--- config.mk ---
export PLATFORM = sky130hd
export DESIGN_NAME = vx_schedule_arb
export DESIGN_NICKNAME = d
export VERILOG_FILES = /design/src/rtl/vx_sched_pkg.sv /design/src/rtl/vx_sched_fifo.sv /design/src/rtl/vx_sched_rr_arbiter.sv /design/src/rtl/vx_schedule_arb.sv
export SDC_FILE = /design/constraint.sdc
export NUM_CORES = 1
export LEC_CHECK = 0
export BUFFER_PORTS_ARGS = -buffer_cell sky130_fd_sc_hd__buf_2
export CORE_MARGIN = 2
export CORE_UTILIZATION = 57
export DETAILED_ROUTE_END_ITERATION = 7
export PLACE_DENSITY = 0.8
export SYNTH_ARGS = -nofsm -noshare
export SYNTH_HDL_FRONTEND = slang
export SYNTH_HIERARCHICAL = 1
export SYNTH_SLANG_ARGS = --single-unit
--- constraint.sdc ---
create_clock -name clk -period 4.72 [get_ports clk]
set_input_delay 0.944 -clock clk [delete_from_list [all_inputs] [get_ports clk]]
set_output_delay 0.944 -clock clk [all_outputs]
set_load 0.02 [all_outputs]
--- src/rtl/vx_sched_pkg.sv ---
// Shared field layout for warp-schedule entries: widths, offsets and pack/unpack helpers.
// Entries are packed MSB->LSB as {uuid, wid, tmask, PC}.
`ifndef NUM_THREADS
`define NUM_THREADS 4
`endif
`ifndef UUID_WIDTH
`define UUID_WIDTH 44
`endif
`ifndef NW_WIDTH
`define NW_WIDTH 2
`endif
`ifndef XLEN
`define XLEN 32
`endif

package vx_sched_pkg;

   localparam int THREAD_CNT_D = `NUM_THREADS;
   localparam int UUID_W_D     = `UUID_WIDTH;
   localparam int NW_W_D       = `NW_WIDTH;
   localparam int PC_W_D       = `XLEN;

   function automatic int data_width(input int uuid_w, input int nw_w,
                                     input int thread_cnt, input int pc_w);
      return uuid_w + nw_w + thread_cnt + pc_w;
   endfunction

   localparam int DATA_W_D  = data_width(UUID_W_D, NW_W_D, THREAD_CNT_D, PC_W_D);

   localparam int PC_OFF    = 0;
   localparam int TMASK_OFF = PC_OFF + PC_W_D;
   localparam int WID_OFF   = TMASK_OFF + THREAD_CNT_D;
   localparam int UUID_OFF  = WID_OFF + NW_W_D;

   typedef struct packed {
      logic [UUID_W_D-1:0]     uuid;
      logic [NW_W_D-1:0]       wid;
      logic [THREAD_CNT_D-1:0] tmask;
      logic [PC_W_D-1:0]       pc;
   } sched_t;

   function automatic logic [DATA_W_D-1:0] pack_sched(input sched_t s);
      return {s.uuid, s.wid, s.tmask, s.pc};
   endfunction

   function automatic sched_t unpack_sched(input logic [DATA_W_D-1:0] d);
      sched_t s;
      s.uuid  = d[UUID_OFF  +: UUID_W_D];
      s.wid   = d[WID_OFF   +: NW_W_D];
      s.tmask = d[TMASK_OFF +: THREAD_CNT_D];
      s.pc    = d[PC_OFF    +: PC_W_D];
      return s;
   endfunction

endpackage

--- src/rtl/vx_sched_fifo.sv ---
// Per-channel FIFO queue: registered full/valid flags, head visible combinationally.
module vx_sched_fifo #(
   parameter int WIDTH = 8,
   parameter int DEPTH = 2
) (
   input  logic             clk,
   input  logic             reset,
   input  logic             push_i,
   input  logic [WIDTH-1:0] data_i,
   input  logic             pop_i,
   output logic             full_o,
   output logic             valid_o,
   output logic [WIDTH-1:0] data_o
);

   localparam int AW = (DEPTH > 1) ? $clog2(DEPTH) : 1;

   logic [WIDTH-1:0] mem_q [DEPTH];
   logic [AW:0]      wr_ptr_q, wr_ptr_d;
   logic [AW:0]      rd_ptr_q, rd_ptr_d;
   logic             do_push, do_pop;

   // Extra pointer bit distinguishes full from empty when the indices match.
   assign full_o  = (wr_ptr_q[AW] != rd_ptr_q[AW]) && (wr_ptr_q[AW-1:0] == rd_ptr_q[AW-1:0]);
   assign valid_o = (wr_ptr_q != rd_ptr_q);
   assign data_o  = mem_q[rd_ptr_q[AW-1:0]];

   assign do_push = push_i && !full_o;
   assign do_pop  = pop_i && valid_o;

   always_comb begin
      wr_ptr_d = wr_ptr_q + (AW+1)'(do_push);
      rd_ptr_d = rd_ptr_q + (AW+1)'(do_pop);
   end

   always_ff @(posedge clk) begin
      if (reset) begin
         wr_ptr_q <= '0;
         rd_ptr_q <= '0;
      end else begin
         wr_ptr_q <= wr_ptr_d;
         rd_ptr_q <= rd_ptr_d;
      end
   end

   always_ff @(posedge clk) begin
      if (do_push) begin
         mem_q[wr_ptr_q[AW-1:0]] <= data_i;
      end
   end

endmodule

--- src/rtl/vx_sched_rr_arbiter.sv ---
// Round-robin arbiter: search starts one past the last granted channel.
module vx_sched_rr_arbiter #(
   parameter int NUM_INPUTS = 4,
   parameter int SEL_W      = (NUM_INPUTS > 1) ? $clog2(NUM_INPUTS) : 1
) (
   input  logic                  clk,
   input  logic                  reset,
   input  logic [NUM_INPUTS-1:0] req_i,
   input  logic                  en_i,
   output logic [NUM_INPUTS-1:0] gnt_oh_o,
   output logic [SEL_W-1:0]      gnt_idx_o,
   output logic                  gnt_vld_o
);

   logic [SEL_W-1:0] last_q, last_d;
   logic [SEL_W-1:0] cand;
   logic             found;

   always_comb begin
      gnt_oh_o  = '0;
      gnt_idx_o = '0;
      found     = 1'b0;
      cand      = '0;
      for (int k = 1; k <= NUM_INPUTS; k++) begin
         cand = SEL_W'((32'(last_q) + 32'(k)) % 32'(NUM_INPUTS));
         if (!found && req_i[cand]) begin
            found     = 1'b1;
            gnt_idx_o = cand;
         end
      end
      if (found) begin
         gnt_oh_o[gnt_idx_o] = 1'b1;
      end
      gnt_vld_o = found && en_i;
      last_d    = gnt_vld_o ? gnt_idx_o : last_q;
   end

   // Reset points at the last channel so channel 0 wins the first grant.
   always_ff @(posedge clk) begin
      if (reset) begin
         last_q <= SEL_W'(NUM_INPUTS - 1);
      end else begin
         last_q <= last_d;
      end
   end

endmodule

--- src/rtl/vx_schedule_arb.sv ---
// Multi-channel warp-schedule arbiter: per-channel FIFOs, zero-tmask discard with
// saturating drop counter, round-robin merge into one registered output slot.
module vx_schedule_arb
   import vx_sched_pkg::*;
#(
   parameter  int NUM_INPUTS = 4,
   parameter  int THREAD_CNT = THREAD_CNT_D,
   parameter  int UUID_W     = UUID_W_D,
   parameter  int NW_W       = NW_W_D,
   parameter  int PC_W       = PC_W_D,
   parameter  int DEPTH      = 2,
   parameter  int CNT_W      = 16,
   localparam int DATA_W     = data_width(UUID_W, NW_W, THREAD_CNT, PC_W),
   localparam int SEL_W      = (NUM_INPUTS > 1) ? $clog2(NUM_INPUTS) : 1
) (
   input  logic                         clk,
   input  logic                         reset,
   input  logic [NUM_INPUTS-1:0]        in_valid,
   input  logic [NUM_INPUTS*DATA_W-1:0] in_data,
   output logic [NUM_INPUTS-1:0]        in_ready,
   output logic                         out_valid,
   output logic [DATA_W-1:0]            out_data,
   output logic [SEL_W-1:0]             out_sel,
   input  logic                         out_ready,
   output logic [CNT_W-1:0]             drop_count
);

   logic [DATA_W-1:0]     head_data [NUM_INPUTS];
   logic [NUM_INPUTS-1:0] head_vld;
   logic [NUM_INPUTS-1:0] fifo_full;
   logic [NUM_INPUTS-1:0] tmask_nz;
   logic [NUM_INPUTS-1:0] drop_vec;
   logic [NUM_INPUTS-1:0] elig;
   logic [NUM_INPUTS-1:0] pop;
   logic [NUM_INPUTS-1:0] gnt_oh;
   logic [SEL_W-1:0]      gnt_idx;
   logic                  gnt_vld;
   logic                  slot_free;

   logic                  out_valid_q, out_valid_d;
   logic [DATA_W-1:0]     out_data_q, out_data_d;
   logic [SEL_W-1:0]      out_sel_q, out_sel_d;
   logic [CNT_W-1:0]      drop_cnt_q, drop_cnt_d;
   logic [CNT_W:0]        ndrop;
   logic [CNT_W:0]        cnt_sum;

   for (genvar i = 0; i < NUM_INPUTS; i++) begin : g_chan
      vx_sched_fifo #(
         .WIDTH (DATA_W),
         .DEPTH (DEPTH)
      ) u_fifo (
         .clk     (clk),
         .reset   (reset),
         .push_i  (in_valid[i]),
         .data_i  (in_data[i*DATA_W +: DATA_W]),
         .pop_i   (pop[i]),
         .full_o  (fifo_full[i]),
         .valid_o (head_vld[i]),
         .data_o  (head_data[i])
      );
      assign tmask_nz[i] = |head_data[i][PC_W +: THREAD_CNT];
   end

   assign in_ready  = ~fifo_full;
   assign drop_vec  = head_vld & ~tmask_nz;
   assign elig      = head_vld & tmask_nz;
   assign slot_free = !out_valid_q || out_ready;

   vx_sched_rr_arbiter #(
      .NUM_INPUTS (NUM_INPUTS),
      .SEL_W      (SEL_W)
   ) u_arb (
      .clk       (clk),
      .reset     (reset),
      .req_i     (elig),
      .en_i      (slot_free),
      .gnt_oh_o  (gnt_oh),
      .gnt_idx_o (gnt_idx),
      .gnt_vld_o (gnt_vld)
   );

   // Zero-mask heads leave every cycle, independent of output backpressure.
   assign pop = drop_vec | (gnt_vld ? gnt_oh : '0);

   always_comb begin
      out_valid_d = out_valid_q;
      out_data_d  = out_data_q;
      out_sel_d   = out_sel_q;
      if (gnt_vld) begin
         out_valid_d = 1'b1;
         out_data_d  = head_data[gnt_idx];
         out_sel_d   = gnt_idx;
      end else if (out_ready) begin
         out_valid_d = 1'b0;
      end
   end

   always_comb begin
      ndrop = '0;
      for (int i = 0; i < NUM_INPUTS; i++) begin
         ndrop = ndrop + (CNT_W+1)'(drop_vec[i]);
      end
      cnt_sum    = {1'b0, drop_cnt_q} + ndrop;
      drop_cnt_d = cnt_sum[CNT_W] ? '1 : cnt_sum[CNT_W-1:0];
   end

   always_ff @(posedge clk) begin
      if (reset) begin
         out_valid_q <= 1'b0;
         out_data_q  <= '0;
         out_sel_q   <= '0;
         drop_cnt_q  <= '0;
      end else begin
         out_valid_q <= out_valid_d;
         out_data_q  <= out_data_d;
         out_sel_q   <= out_sel_d;
         drop_cnt_q  <= drop_cnt_d;
      end
   end

   assign out_valid  = out_valid_q;
   assign out_data   = out_data_q;
   assign out_sel    = out_sel_q;
   assign drop_count = drop_cnt_q;

endmodule

==> results of run 1 <==
[worst max path at each step]
| stage | slack [ns] | cells after the start | endpoint | start |
|---|---|---|---|---|
| after floorplan | 1.10 | 13 | drop_count[13]$_SDFF_PP0_ | g_chan[2].u_fifo/rd_ptr_q[0]$_SDFF_PP0_ |
| after global placement | 0.75 | 11 | drop_count[14]$_SDFF_PP0_ | g_chan[0].u_fifo/rd_ptr_q[0]$_SDFF_PP0_ |
| after detailed placement | 0.65 | 11 | drop_count[12]$_SDFF_PP0_ | g_chan[0].u_fifo/rd_ptr_q[0]$_SDFF_PP0_ |
| after CTS | 0.65 | 11 | drop_count[12]$_SDFF_PP0_ | g_chan[2].u_fifo/rd_ptr_q[0]$_SDFF_PP0_ |
| after global routing | 0.41 | 11 | drop_count[12]$_SDFF_PP0_ | g_chan[2].u_fifo/rd_ptr_q[0]$_SDFF_PP0_ |
| final | 0.62 | 11 | drop_count[12]$_SDFF_PP0_ | g_chan[0].u_fifo/rd_ptr_q[0]$_SDFF_PP0_ |
[layout by cell type (no fill, tap or decap), types with 9 or more instances in the layout]
master | synthesis | final
a21oi_1 | 14 | 14
buf_12 | 0 | 12
buf_2 | 20 | 438
buf_4 | 7 | 15
bufinv_16 | 0 | 9
clkbuf_1 | 12 | 24
clkbuf_16 | 0 | 79
clkinv_1 | 0 | 9
clkinv_2 | 0 | 13
dfxtp_1 | 119 | 115
diode_2 | 0 | 22
edfxtp_1 | 656 | 656
inv_1 | 19 | 19
mux2_2 | 49 | 49
mux2_4 | 280 | 280
mux2i_1 | 84 | 84
mux4_2 | 82 | 82
nand2_1 | 22 | 22
nor2_1 | 102 | 102
nor2b_1 | 11 | 11
xnor2_1 | 17 | 17
[cell families (layout without fill, tap and decap cells)]
group | Yosys count | after routing
DFF | 775 | 775
muxes | 495 | 495
and+or+nand+nor | 169 | 169
buffers and inverters | 101 | 627
AOI/OAI and AO/OA | 52 | 52
xor gates and xnor gates | 28 | 28
adders and majority gates | 16 | 16
other | 0 | 22
[through the flow]
step	cell area (µm²)	worst slack (ns)	cells	hold WS, ns	total power, mW
after global placement	34800	0.752	2767	0.466	15.9
after global routing	37400	0.410	2927	0.497	22.9
final	37400	0.624	2932	0.487	22.0
after detailed placement	34800	0.652	2767	0.478	16.1
after CTS	37300	0.655	2910	0.482	22.2
after floorplan	31800	1.10	1636	0.542	14.3
[power by group]
part,internal (mW),leakage [nW],total (mW),switching (mW)
Clock,3.59,1.22,6.10,2.51
Sequential,8.39,7.12,8.81,0.420
Combinational,3.56,5.90,7.14,3.58
Total,15.5,14.2,22.0,6.51
[synthesized netlist by cell type, types with 2 or more instances]
library cell  count  area [µm²]
fa_1              3        60.1
a21boi_1          8        60.1
xnor2_2           4        65.1
clkbuf_1         12        45.0
nand3_1           6        30.0
xor2_1            7        61.3
nand4_1           4        25.0
inv_1            19        71.3
buf_2            20         100
o221a_2           2        22.5
buf_1             8        30.0
dfxtp_1         119        2380
mux2_2           49         552
buf_4             7        52.6
edfxtp_1        656       19700
xnor2_1          17         149
nor4_1            5        31.3
a211oi_1          2        15.0
o21ai_0           4        20.0
nand2b_1          4        25.0
nand2_1          22        82.6
a31oi_1           5        31.3
mux2i_1          84         841
nor3_1            5        25.0
a21oi_1          14        70.1
mux4_2           82        1850
and2_1            4        25.0
buf_6            34         383
ha_1             13         163
nor2_1          102         383
nor2b_1          11        68.8
mux2_4          280        4200
a311oi_1          2        17.5
a21o_1            2        15.0
[tightest hold or removal path, cell delays in order (launching register included)]
cell     delay [ns]
dfxtp_1        0.32
mux2i_1        0.06
nor2_1         0.07
[final cells by class]
| class | count | area share [%] |
|---|---|---|
| Sequential cell | 775 | 59.1 |
| Clock buffer | 103 | 5.53 |
| Tap cell | 748 | 2.50 |
| Multi-Input combinational cell | 760 | 24.5 |
| Clock inverter | 40 | 1.22 |
| Timing Repair Buffer | 465 | 6.80 |
| Antenna cell | 22 | 0.147 |
| Inverter | 19 | 0.191 |
[per-layer routing]
layer | vias to the layer above | global-route usage [%]
met2 | 704 | 46.4
met4 | 26 | 11.2
met5 | - | 0
li1 | 7336 | -
met3 | 175 | 5.19
met1 | 8657 | 32.7
[state kept, by name, summed over array words and instances (netlist names)]
register                cells
g_chan.u_fifo/mem_q       656
drop_count                 16
u_arb/last_q                2
out_valid                   1
out_sel                     2
out_data                   82
g_chan.u_fifo/rd_ptr_q      8
g_chan.u_fifo/wr_ptr_q      8
==> flow_metrics.env, run 1 <==
export IMPL_synth_fa_ha_area_share_pct=0.700
export IMPL_yosysWarnings=6
export IMPL_grt_ovfl_total=0
export IMPL_critPathLaunchType="flop"
export IMPL_grt_max_degree=84
export IMPL_final_util_pct=67.8
export IMPL_grt_pass1_wl_mm=111
export IMPL_ys_async_sr_fraction_pct=0
export IMPL_reg2reg_slack_ns=0.62
export IMPL_cp_top_family="simple AND/OR/NAND/NOR gates"
export IMPL_timing_rr_start="g_chan[0].u_fifo/rd_ptr_q[0]$_SDFF_PP0_"
export IMPL_yosys_area_share_simple_pct=2.36
export IMPL_wl_met1_mm=28.6
export IMPL_antenna_found_initial=32
export IMPL_min_path_type="reg2reg"
export IMPL_cts_path_max_buffers=3
export IMPL_outcome="finished clean"
export IMPL_dr_pass1_iters=5
export IMPL_vdd_drop_max_mv=0.448
export IMPL_wirelength_mm=76.5
export IMPL_max_clock_freq_mhz=244
export IMPL_viasPerCell=5.76
export IMPL_finalCritPeriodShare_pct=86.8
export IMPL_synth_nets=1987
export IMPL_synth_distinct_cells=54
export IMPL_ff_latch_area_um2=22100
export IMPL_reg2reg_to="drop_count[12]$_SDFF_PP0_"
export IMPL_maxUsedRoutingLayer="met5"
export IMPL_finalHoldViolations=0
export IMPL_dp_hpwl_mm=46.8
export IMPL_track_usage_pct=26.7
export IMPL_cts_hold_buf=0
export IMPL_drive_gt1_share_pct=46.8
export IMPL_slowest_stage="dfxtp_4"
export IMPL_drtIter0Drc=1235
export IMPL_dr_total_vias=16900
export IMPL_wl_met2_mm=39.7
export IMPL_ctsRootBufferMaster="clkbuf_16"
export IMPL_clk_pin_slew_worst_paths_ns=0.06
export IMPL_fin_crit_ns=4.10
export IMPL_synth_top_family_by_area="multiplexers"
export IMPL_clkLatencyLatePin_ns=0.61
export IMPL_power_density_nw_per_um2=589
export IMPL_die_w_um=240
export IMPL_synth_xor_area_share_pct=0.865
export IMPL_crit_arrival_ns=4.59
export IMPL_clock_sinks=775
export IMPL_core_area_um2=55200
export IMPL_maxCapViolCount=0
export IMPL_synth_edf_count=656
export IMPL_cp_data_required_time_ns=5.21
export IMPL_setup_tns_ns=0
export IMPL_min_to="out_data[29]$_SDFFE_PP0P_"
export IMPL_cts_tree="yes"
export IMPL_drc_errors=0
export IMPL_die_area_um2=57700
export IMPL_port_buffers=439
export IMPL_synthMuxAreaShare_pct=23.4
export IMPL_layout_nets=2450
export IMPL_start_util_pct=57.6
export IMPL_nFillCells=3583
export IMPL_num_rows=86
export IMPL_multiInputGateArea_um2=9180
export IMPL_antenna_left=0
export IMPL_die_y_um=240
export IMPL_routabilityCongestion=0.841
export IMPL_slew_headroom_pct=20.4
export IMPL_syn_area_per_cell_um2=19.5
export IMPL_postCtsSetupRepairBufs=0
export IMPL_crit_fanout=18
export IMPL_syn_area_um2=31800
export IMPL_tightest_slew_ns=1.19
export IMPL_finalSetupViolCount=0
export IMPL_grt_pass1_vias=18000
export IMPL_synthFlopType="edfxtp_1"
export IMPL_wl_met3_mm=5.43
export IMPL_path_class="reg2reg"
export IMPL_postSynthCellCount=1636
export IMPL_rsz0062_at_grt="no"
export IMPL_path_common_cell="fa_1"
export IMPL_cp_end_kind="flop"
export IMPL_cp_cell_sequence="mux2_4, nor4_1, nand2_1, fa_1, fa_1, inv_1, fa_1, nand3_1, nor3_1, a31oi_1, a311oi_1"
export IMPL_min_from="out_data[29]$_SDFFE_PP0P_"
export IMPL_skew_ns=0.0222
export IMPL_reg2regPathDepth=11
export IMPL_leakagePower_nw=14.2
export IMPL_wl_per_cell_um=26.1
export IMPL_worstHoldPathCells=2
export IMPL_crit_buf_inv=1
export IMPL_max_stage_delay_ns=0.57
export IMPL_h_tree_depth=3
export IMPL_seq_area_frac_synth_pct=69.4
export IMPL_ios=440
export IMPL_synth_seq_cells=775
export IMPL_synth_compound_area_share_pct=1.14
export IMPL_cts_resized=0
export IMPL_drv_slew=0
export IMPL_numCtsBuffers=78
export IMPL_syn_to_final_growth_pct=17.5
No activity file was read; power rests on OpenSTA's default activity.
==> run 2: changes to the inputs <==
PLACE_DENSITY = 0.79   (was 0.8)
==> run 2 against run 1 <==
Combinational power about the same. Clock power increased by 1%. Clock skew grew 0.00082 ns. First-iteration DRC count up 11%. Utilization rose by 0.16 points. Critical endpoint unchanged. Largest cell class unchanged. Highest routed layer unchanged.
==> flow_metrics.env, run 2 (same netlist as run 1, synthesis figures left out) <==
export IMPL_start_util_pct=57.6
export IMPL_grt_pass1_vias=17600
export IMPL_vdd_drop_max_mv=0.561
export IMPL_cts_tree="yes"
export IMPL_crit_arrival_ns=4.57
export IMPL_reg2regPathDepth=12
export IMPL_dr_pass1_iters=5
export IMPL_multiInputGateArea_um2=9180
export IMPL_cts_path_max_buffers=3
export IMPL_syn_to_final_growth_pct=17.8
export IMPL_wl_per_cell_um=26.0
export IMPL_outcome="finished clean"
export IMPL_crit_fanout=30
export IMPL_layout_commonest_cell="edfxtp_1"
export IMPL_die_area_um2=57700
export IMPL_cp_data_required_time_ns=5.24
export IMPL_h_tree_depth=3
export IMPL_maxCapViolCount=0
export IMPL_grt_max_degree=81
export IMPL_routabilityCongestion=0.835
export IMPL_fin_crit_ns=4.06
export IMPL_ctsRootBufferMaster="clkbuf_16"
export IMPL_top_usage_layer="met2"
export IMPL_grt_pass1_wl_mm=109
export IMPL_tightest_slew_ns=1.15
export IMPL_min_from="out_data[31]$_SDFFE_PP0P_"
export IMPL_port_buffers=439
export IMPL_finalSetupViolCount=0
export IMPL_clk_pin_slew_worst_paths_ns=0.06
export IMPL_reg2reg_to="drop_count[12]$_SDFF_PP0_"
export IMPL_die_w_um=240
export IMPL_timing_rr_start="g_chan[0].u_fifo/rd_ptr_q[0]$_SDFF_PP0_"
export IMPL_layout_common_cells="656 x edfxtp_1, 438 x buf_2, 280 x mux2_4, 115 x dfxtp_1, 102 x nor2_1"
export IMPL_min_to="out_data[31]$_SDFFE_PP0P_"
export IMPL_numCtsBuffers=80
export IMPL_drtIter0Drc=1374
export IMPL_layout_nets=2454
export IMPL_rsz0062_at_grt="no"
export IMPL_leakagePower_nw=14.3
export IMPL_ios=440
export IMPL_nFillCells=3611
export IMPL_instances_no_fill=2947
export IMPL_largest_reg_flops=656
export IMPL_worstHoldPathCells=2
export IMPL_grt_ovfl_total=0
export IMPL_num_rows=86
export IMPL_postCtsSetupRepairBufs=0
export IMPL_track_usage_pct=26.3
export IMPL_core_area_um2=55200
export IMPL_clkLatencyLatePin_ns=0.63
export IMPL_wirelength_mm=76.7
export IMPL_critPathLaunchType="flop"
export IMPL_skew_ns=0.0230
export IMPL_path_class="reg2reg"
export IMPL_clockPowerShare_pct=28.0
export IMPL_viasPerCell=5.76
export IMPL_setup_tns_ns=0
export IMPL_slew_headroom_pct=23.1
export IMPL_die_y_um=240
export IMPL_placed_area_um2=34800
export IMPL_finalCritPeriodShare_pct=85.9
export IMPL_power_frac_comb_pct=32.3
export IMPL_clock_sinks=775
export IMPL_power_mw=22.1
export IMPL_max_clock_freq_mhz=247
export IMPL_drv_slew=0
export IMPL_drive_gt1_share_pct=46.9
export IMPL_power_density_nw_per_um2=589
export IMPL_dr_total_vias=17000
export IMPL_finalHoldViolations=0
export IMPL_ff_latch_area_um2=22100
export IMPL_use_met1_pct=32.3
export IMPL_p_sw_share_pct=29.6
export IMPL_dp_cells=2769
export IMPL_reg2reg_slack_ns=0.66
export IMPL_cp_end_kind="flop"
export IMPL_antenna_left=0
export IMPL_p_int_mw=15.5
export IMPL_fin_area_um2=37500
export IMPL_min_path_type="reg2reg"
export IMPL_pwr_share_seq_pct=39.7
export IMPL_cts_hold_buf=0
export IMPL_dp_hpwl_mm=47.3
export IMPL_grt_use_met2_pct=45.0
export IMPL_switchingPower_mw=6.54
export IMPL_final_util_pct=67.9
export IMPL_cts_resized=0
export IMPL_met3_usage_pct=6.20
export IMPL_antenna_found_initial=41
export IMPL_drc_errors=0
run 2: changes by cell type in the layout (fill, tap and decap cells not counted), sizes merged:
cell and delta:
clkbuf +18, clkinvlp -3, bufinv -4, buf +2
inv +2, diode +7, clkinv -7
run 2: worst max-delay path by stage:
stage / from / endpoint / slack, ns
3_3_place_gp: g_chan[0].u_fifo/rd_ptr_q[0]$_SDFF_PP0_ / drop_count[14]$_SDFF_PP0_ / 0.80
3_5_place_dp: g_chan[0].u_fifo/rd_ptr_q[0]$_SDFF_PP0_ / drop_count[12]$_SDFF_PP0_ / 0.68
6_report: g_chan[0].u_fifo/rd_ptr_q[0]$_SDFF_PP0_ / drop_count[12]$_SDFF_PP0_ / 0.66
2_1_floorplan: g_chan[2].u_fifo/rd_ptr_q[0]$_SDFF_PP0_ / drop_count[13]$_SDFF_PP0_ / 1.10
5_1_grt: g_chan[0].u_fifo/rd_ptr_q[0]$_SDFF_PP0_ / drop_count[12]$_SDFF_PP0_ / 0.41
4_1_cts: g_chan[0].u_fifo/rd_ptr_q[0]$_SDFF_PP0_ / drop_count[12]$_SDFF_PP0_ / 0.67
run 2: metrics by stage:
stage / hold WS, ns / setup slack [ns]
6_report: 0.489 / 0.664
5_1_grt: 0.471 / 0.414
4_1_cts: 0.465 / 0.670
3_5_place_dp: 0.477 / 0.679
3_3_place_gp: 0.472 / 0.803
2_1_floorplan: 0.542 / 1.10
run 2: critical path: stages (launching register included):
cell,delay [ns]
dfxtp_4,0.49
buf_4,0.62
xnor2_2,0.18
nand2_1,0.11
nand2_1,0.09
fa_1,0.49
fa_1,0.43
inv_1,0.10
fa_1,0.22
nand3_1,0.22
nor3_1,0.54
a31oi_1,0.16
a311oi_1,0.28
run 2: final cells by class:
| cell class | count | area share [%] |
|---|---|---|
| Antenna cell | 29 | 0.194 |
| Clock buffer | 121 | 6.05 |
| Clock inverter | 28 | 0.838 |
| Inverter | 19 | 0.190 |
| Multi-Input combinational cell | 760 | 24.5 |
| Sequential cell | 775 | 58.9 |
| Tap cell | 748 | 2.50 |
| Timing Repair Buffer | 467 | 6.83 |
run 2: layer usage:
metal | part of all wire, % | vias up
met5 | 0.29 | -
met2 | 51 | 694
met3 | 7.0 | 159
met4 | 3.3 | 32
met1 | 39 | 8752
li1 | - | 7334
run 2: power groups by stage:
| stage | Combinational, mW | Sequential, mW | Clock [mW] |
|---|---|---|---|
| 2_1_floorplan | 5.18 | 9.09 | 0 |
| 3_3_place_gp | 6.99 | 8.85 | 0 |
| 3_5_place_dp | 7.16 | 8.90 | 0 |
| 4_1_cts | 7.21 | 8.76 | 6.27 |
| 5_1_grt | 7.56 | 8.83 | 6.52 |
| 6_report | 7.14 | 8.77 | 6.17 |
==> run 3: changes to the inputs <==
--- a/config.mk
+++ b/config.mk
@@ -12,2 +12,3 @@
 export PLACE_DENSITY = 0.79
+export RECOVER_POWER = 50
 export SYNTH_ARGS = -nofsm -noshare
==> constraint.sdc (replaced) <==
create_clock -name clk -period 4.72 [get_ports clk]
set_input_delay 0.472 -clock clk [delete_from_list [all_inputs] [get_ports clk]]
set_output_delay 0.472 -clock clk [all_outputs]
set_load 0.02 [all_outputs]
==> run 3 against run 2 <==
The flow now finishes with violations (max-capacitance violations, max-slew violations). Maximum frequency down 1.3%. Critical path type unchanged. Highest routed layer unchanged. Clock power up 1%. Clock skew down 0.0086 ns.
==> flow_metrics.env, run 3 (same netlist as run 1, synthesis figures left out) <==
export IMPL_finalWorstSetupSlack_ns=0.608
export IMPL_wirelength_mm=77.1
export IMPL_max_clock_freq_mhz=243
export IMPL_drv_slew=73
export IMPL_layout_nets=2454
export IMPL_dr_pass1_iters=7
export IMPL_syn_to_final_growth_pct=16.6
export IMPL_cts_path_max_buffers=3
export IMPL_grt_max_degree=73
export IMPL_place_ws_ns=0.673
export IMPL_finalHoldViolations=0
export IMPL_path_class="reg2reg"
export IMPL_min_path_type="in2reg"
export IMPL_crit_fanout=9
export IMPL_nFillCells=3712
export IMPL_port_buffers=439
export IMPL_cp_end_kind="flop"
export IMPL_die_y_um=240
export IMPL_viasPerCell=5.76
export IMPL_h_tree_depth=3
export IMPL_instances_no_fill=2941
export IMPL_reg2reg_slack_ns=0.61
export IMPL_antenna_found_initial=34
export IMPL_die_w_um=240
export IMPL_outcome="finished, violations left"
export IMPL_antenna_left=0
export IMPL_violations="max-capacitance violations, max-slew violations"
export IMPL_cp_data_required_time_ns=5.23
export IMPL_drtIter0Drc=1327
export IMPL_start_util_pct=57.6
export IMPL_drc_errors=0
export IMPL_clk_pin_slew_worst_paths_ns=0.06
export IMPL_wl_per_cell_um=26.2
export IMPL_ios=440
export IMPL_power_mw=22.1
export IMPL_maxCapViolCount=1
export IMPL_skew_ns=0.0144
export IMPL_clock_sinks=775
export IMPL_clkLatencyLatePin_ns=0.61
export IMPL_dp_hpwl_mm=47.1
export IMPL_fin_area_um2=37100
export IMPL_finalSetupViolCount=0
export IMPL_leakagePower_nw=13.4
export IMPL_grt_pass1_wl_mm=110
export IMPL_critPathLaunchType="flop"
export IMPL_fin_crit_ns=4.11
export IMPL_layout_common_cells="656 x edfxtp_1, 328 x clkbuf_1, 280 x mux2_4, 131 x buf_2, 115 x dfxtp_1"
export IMPL_dr_total_vias=16900
export IMPL_power_density_nw_per_um2=595
export IMPL_rsz0062_at_grt="no"
export IMPL_num_rows=86
export IMPL_largest_reg_flops=656
export IMPL_postCtsSetupRepairBufs=0
export IMPL_routabilityCongestion=0.838
export IMPL_ctsRootBufferMaster="clkbuf_16"
export IMPL_final_util_pct=67.2
export IMPL_setup_tns_ns=0
export IMPL_track_usage_pct=26.5
export IMPL_core_area_um2=55200
export IMPL_grt_ovfl_total=0
export IMPL_dp_cells=2768
export IMPL_slew_headroom_pct=-189
export IMPL_p_int_mw=15.6
export IMPL_tightest_slew_ns=4.34
export IMPL_grt_pass1_vias=17900
export IMPL_power_frac_comb_pct=31.8
export IMPL_crit_arrival_ns=4.63
export IMPL_whs_ns=0.0458
export IMPL_switchingPower_mw=6.52
export IMPL_clockPowerShare_pct=28.3
export IMPL_numCtsBuffers=79
export IMPL_drive_gt1_share_pct=32.7
export IMPL_die_area_um2=57700
export IMPL_pwr_share_seq_pct=39.9
export IMPL_layout_commonest_cell="edfxtp_1"
export IMPL_cts_tree="yes"
export IMPL_placed_area_um2=34800
export IMPL_vdd_drop_max_mv=0.632
export IMPL_finalCritPeriodShare_pct=87.1
export IMPL_p_sw_share_pct=29.5
[run 3: cell count changes in the layout (fill, tap and decap cells not counted), moves of 2 or more]
cell           change
buf_2            -307
clkbuf_1         +297
clkinv_1           +5
diode_2            -4
clkbuf_16          +2
clkinv_8           -2
dlygate4sd3_1      +2
[run 3: final timing paths]
| kind | depth (start not counted) | endpoint | startpoint |
|---|---|---|---|
| max | 11 | drop_count[14]$_SDFF_PP0_ | g_chan[2].u_fifo/rd_ptr_q[0]$_SDFF_PP0_ |
| min | 1 | g_chan[3].u_fifo/mem_q[1][7]$_DFFE_PP_ | in_data[253] |
| max reg2reg | 11 | drop_count[14]$_SDFF_PP0_ | g_chan[2].u_fifo/rd_ptr_q[0]$_SDFF_PP0_ |
| min reg2reg | 2 | out_data[53]$_SDFFE_PP0P_ | out_data[53]$_SDFFE_PP0P_ |
[run 3: power groups by stage]
stage,combinational [mW],clock (mW),sequential [mW]
detailed placement,7.14,0,8.92
CTS,7.19,6.34,8.79
global placement,6.98,0,8.87
floorplan,5.18,0,9.09
global route,7.43,6.61,8.87
finish,7.03,6.25,8.81
[run 3: timing repair]
action                                  4_1_cts  5_1_grt
hold buffers                                  2        0
gates resized for setup                       0        0
hold endpoints to repair                      4        0
endpoints found under the setup margin        0        0
[run 3: cell type report]
| type | count | area, µm² | area share [%] |
|---|---|---|---|
| Sequential cell | 775 | 22100 | 59.5 |
| Multi-Input combinational cell | 760 | 9160 | 24.7 |
| Clock buffer | 113 | 2290 | 6.17 |
| Timing Repair Buffer | 468 | 2170 | 5.85 |
| Tap cell | 748 | 936 | 2.52 |
| Clock inverter | 33 | 325 | 0.877 |
| Inverter | 19 | 71.3 | 0.192 |
| Antenna cell | 25 | 62.6 | 0.169 |
[run 3: worst max-delay path, stage by stage (launching register included)]
cell,delay [ns]
dfxtp_4,0.44
mux2_4,0.33
nor4_1,0.55
nand2_1,0.20
fa_1,0.50
fa_1,0.44
inv_1,0.10
fa_1,0.23
nand3_1,0.22
nor3_1,0.55
a31oi_1,0.17
a211oi_1,0.27
[run 3: layer usage]
layer / up-vias / wire length, µm / track usage, %
met3: 144 / 5550 / 5.90
met1: 8734 / 29900 / 32.2
met2: 688 / 39000 / 45.8
met4: 20 / 2530 / 11.3
met5: - / 147 / 0
li1: 7346 / - / -
